<file path="config.mk">
export PLATFORM = sky130hd
export DESIGN_NAME = oclib_apb_to_regs
export DESIGN_NICKNAME = d
export VERILOG_FILES = /design/src/rtl/oclib_apb_to_regs.sv
export SDC_FILE = /design/constraint.sdc
export NUM_CORES = 1
export LEC_CHECK = 0
export CORE_MARGIN = 2
export CORE_UTILIZATION = 30
export CTS_CLUSTER_DIAMETER = 40
export DETAILED_ROUTE_END_ITERATION = 8
export DONT_BUFFER_PORTS = 1
export GPL_ROUTABILITY_DRIVEN = 0
export HOLD_SLACK_MARGIN = 0.06
export PLACE_DENSITY = 0.55
export SETUP_SLACK_MARGIN = 0.3
export SYNTH_ARGS = -nofsm -noshare
export SYNTH_HDL_FRONTEND = slang
export SYNTH_SLANG_ARGS = --single-unit
</file>
<file path="constraint.sdc">
create_clock -name clock -period 10.2 [get_ports clock]
set_clock_uncertainty 0.15 [all_clocks]
set_input_delay 2.04 -clock clock [delete_from_list [all_inputs] [get_ports clock]]
set_output_delay 2.04 -clock clock [all_outputs]
set_load 0.1 [all_outputs]
</file>
<file path="src/rtl/oclib_apb_to_regs.sv">
// APB slave exposing NumRegs 32-bit registers; optional LOCK on reg 0
// (macro OCLIB_APB_TO_REGS_LOCK_EN). Ports: clock, reset, apb, apbFb, regOut.
package oclib_pkg;
  localparam bit True  = 1'b1;
  localparam bit False = 1'b0;

  typedef struct packed {
    logic        select;
    logic        enable;
    logic        write;
    logic [31:0] address;
    logic [31:0] wdata;
  } apb_s;

  typedef struct packed {
    logic        ready;
    logic        error;
    logic [31:0] rdata;
  } apb_fb_s;
endpackage

module oclib_apb_to_regs #(
  parameter type         ApbType       = oclib_pkg::apb_s,
  parameter type         ApbFbType     = oclib_pkg::apb_fb_s,
  parameter int          NumRegs       = 8,
  parameter int          WaitStates    = 0,
  parameter bit          ApbSlaveError = oclib_pkg::True,
  parameter logic [31:0] ResetValue    = 32'h0
) (
  input  logic                    clock,
  input  logic                    reset,
  input  ApbType                  apb,
  output ApbFbType                apbFb,
  output logic [NumRegs*32-1:0]   regOut
);

  localparam int IdxW = $clog2(NumRegs);

  typedef enum logic [1:0] {
    StIdle,
    StWait,
    StResp,
    StDone
  } state_e;

  state_e      state_q, state_d;
  logic [3:0]  cnt_q, cnt_d;
  ApbFbType    fb_q, fb_d;
  logic [31:0] regs_q [NumRegs];
  logic [31:0] regs_d [NumRegs];

  logic            req;
  logic [IdxW-1:0] idx;
  logic            hi_set;
  logic            in_range;
  logic            locked;
  logic            go;
  logic [31:0]     rd_val;

  assign req    = apb.select && apb.enable;
  assign idx    = apb.address[IdxW+1:2];
  assign hi_set = |(apb.address >> (IdxW + 2));

  // Non power-of-two counts leave holes at the top of the index space.
  assign in_range = !hi_set &&
                    ({1'b0, idx} < (IdxW+1)'(NumRegs));

`ifdef OCLIB_APB_TO_REGS_LOCK_EN
  assign locked = regs_q[0][0] && (idx != '0);
`else
  assign locked = 1'b0;
`endif

  always_comb begin
    rd_val = '0;
    for (int i = 0; i < NumRegs; i++) begin
      if (IdxW'(i) == idx) rd_val = regs_q[i];
    end
  end

  always_comb begin
    state_d = state_q;
    cnt_d   = cnt_q;
    fb_d    = '0;
    regs_d  = regs_q;
    go      = 1'b0;
    unique case (state_q)
      StIdle: begin
        if (req) begin
          cnt_d = 4'(WaitStates);
          if (WaitStates > 0) begin
            state_d = StWait;
          end else begin
            state_d = StResp;
            go      = 1'b1;
          end
        end
      end
      StWait: begin
        if (cnt_q == 4'd1) begin
          state_d = StResp;
          cnt_d   = '0;
          go      = 1'b1;
        end else begin
          cnt_d = cnt_q - 4'd1;
        end
      end
      StResp: state_d = StDone;
      StDone: if (!req) state_d = StIdle;
      default: state_d = StIdle;
    endcase

    // Response and write commit share the edge that enters StResp.
    if (go) begin
      fb_d.ready = 1'b1;
      if (apb.write) begin
        if (in_range && !locked) begin
          for (int i = 0; i < NumRegs; i++) begin
            if (IdxW'(i) == idx) regs_d[i] = apb.wdata;
          end
        end else begin
          fb_d.error = ApbSlaveError;
        end
      end else if (in_range) begin
        fb_d.rdata = rd_val;
      end else begin
        fb_d.error = ApbSlaveError;
      end
    end
  end

  always_ff @(posedge clock or posedge reset) begin
    if (reset) begin
      state_q <= StIdle;
      cnt_q   <= '0;
      fb_q    <= '0;
      for (int i = 0; i < NumRegs; i++) regs_q[i] <= ResetValue;
    end else begin
      state_q <= state_d;
      cnt_q   <= cnt_d;
      fb_q    <= fb_d;
      for (int i = 0; i < NumRegs; i++) regs_q[i] <= regs_d[i];
    end
  end

  assign apbFb = fb_q;

  for (genvar g = 0; g < NumRegs; g++) begin : g_out
    assign regOut[32*g +: 32] = regs_q[g];
  end

endmodule

</file>
==> flow_summary_export.csv <==
group,metric,value,unit
clocking,clock_latency,0.59,ns
cells_and_area,layout_commonest_cell,"dfrtp_1",
clocking,cts_setup_buffers,0,
route,num_vias,8853,
synth,syn_nets,1023,
route,via_per_inst,5.533,
die,chipWidth,218.9,um
cells_and_area,layout_common_cells,"dfrtp_1 (296), mux2_1 (138), mux2_4 (102)",
clocking,postCtsHoldBufs,0,
clocking,cts_resized,0,
worst_setup_path,worst-path-max-fanout,20,
worst_setup_path,slowest_delay,1.05,ns
global_routing,gr-total-overflow,0,
global_routing,antenna_found_initial,0,
power_and_ir_drop,leakage,8.024,nW
global_routing,grt_pass1_vias,9394,
synth,syn-instance-count,952,
die,io_pins,359,
synth,yosys.area.top_type,"dfrtp_1",
sta,slew_viol_final,0,
global_routing,grt_pass1_wl,68450,um
worst_setup_path,cp_cell_sequence,"nor4_1, and3_1, nand4_1, buf_4, a2111oi_0",
global_routing,grt_max_degree,142,
cells_and_area,fin_nets,1027,
clocking,clock_sinks,296,
synth,synth_edf_count,0,
sta,min_period_over_period,47.56,%
synth,synth-main-ff-cell,"dfrtp_1",
route,dr.pass1.iters,5,
synth,seq_area_frac_synth,53.49,%
route,wl_per_cell,30.00,um
route,detail-route-antenna-nets,0,
worst_setup_path,path_buf_inv,1,
cells_and_area,antenna_cells,0,
sta,worst_slew_pin_slew,1.173,ns
sta,timing.hold.ws,0.3830,ns
cells_and_area,area_growth,17.70,%
synth,synth_cell_type_count,57,
die,coreArea,0.04548,sq mm
route,wirelength,48000,um
worst_setup_path,critPathSlowestCell,"nand4_1",
clocking,clk_pin_slew,0.05,ns
status,status,"finished clean",
die,row_count,78,
synth,syn-cell-area,0.01385,sq mm
sta,setup_violations,0,
worst_setup_path,startpoint_type,"primary input",
clocking,cts_buffer_depth,3,
sta,min_period,4.851,ns
sta,fin_tns_setup,0,ns
power_and_ir_drop,ir_worst_vdd,0.1228,mV
worst_setup_path,critPathArrivalTime,5.14,ns
synth,yosys_warnings,0,
worst_setup_path,worst-setup-path-type,"primary input to register",
synth,synth.avg_cell_area,14.55,sq um
cells_and_area,layout-drive-gt1-share,29.50,%
clocking,cts-root-buf,"clkbuf_16",
route,drc,0,
power_and_ir_drop,pwr_density_cell,200.4,mW/mm^2
worst_hold_path,hold_path.class,"register to register",
flow_run,max_cap_violations,0,
synth,ys_ff_latch,296,
worst_setup_path,crit_required,10.48,ns
sta,slew_headroom,21.62,%
synth,ys_async_sr_fraction,100.0,%
synth,yosys.area.top_type_share,53.49,%
clocking,ctsHtreeMaxLevel,2,
worst_setup_path,cp_top_family,"simple AND/OR/NAND/NOR gates",
sta,hold_violations,0,
die,die_h,218.9,um
global_routing,grtUsageTotal,19.75,%
route,drtIter0Drc,678,
die,die_area,0.04790,sq mm
worst_setup_path,cp-end-kind,"register",
die,initial_core_util,30.45,%
placement,io_buffers,0,
placement,hpwlAfterDp,29340,um
sta,fmax,0.2061,GHz
clocking,cts_buffers,55,
synth,synth_area_leaders,"dfrtp_1 (53%), mux2_1 (11%), mux2_4 (11%)",
clocking,cts_tree,"yes",
sta,rsz0062_at_grt,"no",
-- cell families (layout without fill, tap and decap cells) --
kind of cell / after synthesis / after routing / synth area share, %
AOI/OAI and AO/OA: 163 / 163 / 9.939
xor gates and xnor gates: 3 / 3 / 0.1898
adders and majority gates: 2 / 2 / 0.1807
buffers and inverters: 86 / 134 / 3.424
DFF: 296 / 296 / 53.49
muxes: 310 / 310 / 28.19
and+or+nand+nor: 92 / 92 / 4.590
-- path summary, 6_finish.rpt --
path	startpoint	endpoint	slack, ns	cells past startpoint
max reg2reg	cnt_q[1]	apbFb[1]	6.22	7
max in group asynchronous	reset	state_q[1]	6.56	3
min reg2reg	cnt_q[1]	cnt_q[1]	0.38	2
min in group asynchronous	reset	regOut[12]	1.33	1
max	apb[57]	apbFb[1]	5.35	5
min	cnt_q[1]	cnt_q[1]	0.38	2
-- through the flow --
| stage | instance area [sq um] | instances | setup slack [ns] | util, % | total power, mW |
|---|---|---|---|---|---|
| 5_1_grt | 16300 | 1600 | 5.251 | 35.84 | 3.376 |
| 4_1_cts | 16300 | 1600 | 5.333 | 35.84 | 3.304 |
| 3_3_place_gp | 14390 | 1499 | 4.804 | 31.64 | 1.420 |
| 3_5_place_dp | 14390 | 1499 | 4.691 | 31.64 | 1.422 |
| 2_1_floorplan | 13850 | 952 | 4.079 | - | 1.390 |
| 6_report | 16300 | 1600 | 5.349 | 35.84 | 3.267 |
-- worst min-delay path, cell delays in order (launching register included) --
cell and delay, ns:
dfrtp_1 0.35, o21ai_0 0.08, o21ai_0 0.07
-- flip-flops by register name, indices dropped and copies added (netlist names) --
name     count
state_q      2
apbFb       34
cnt_q        4
regOut     256
-- cell type report --
| type | instances | area (sq um) |
|---|---|---|
| Sequential cell | 296 | 7407 |
| Multi-Input combinational cell | 570 | 6011 |
| Inverter | 12 | 48.80 |
| Clock inverter | 35 | 412.9 |
| Tap cell | 600 | 750.7 |
| Fill cell | 4408 | 29180 |
| Clock buffer | 66 | 1499 |
| Timing Repair Buffer | 21 | 170.2 |
-- synthesized netlist by cell type, types with 6 or more instances --
master and number:
a2111oi_2 16, a211oi_1 39, a21oi_1 10, a221oi_1 8
a2bb2oi_1 14, buf_1 12, buf_2 19, buf_6 15
clkbuf_1 24, dfrtp_1 296, inv_1 11, mux2_1 138
mux2_2 34, mux2_4 102, mux2i_1 30, mux4_2 6
nand2_1 12, nor2_1 11, nor2b_1 8, nor4_2 6
o221ai_1 18, o22ai_1 24, o2bb2ai_1 12, or3_1 13
-- where the power goes --
group | switching [mW] | internal, mW | total, mW
logic | 0.0966 | 0.0514 | 0.148
clock network | 0.656 | 1.21 | 1.87
registers | 0.0629 | 1.19 | 1.25
-- metal layers --
metal | GRT usage (%) | vias up | routed length [um]
met1 | 24.47 | 4737 | 19410
met2 | 31.69 | 382 | 22580
met3 | 7.443 | 74 | 4608
met4 | 6.464 | 0 | 1396
met5 | 0 | - | 0
li1 | - | 3660 | -
No activity file was read; power rests on OpenSTA's default activity.
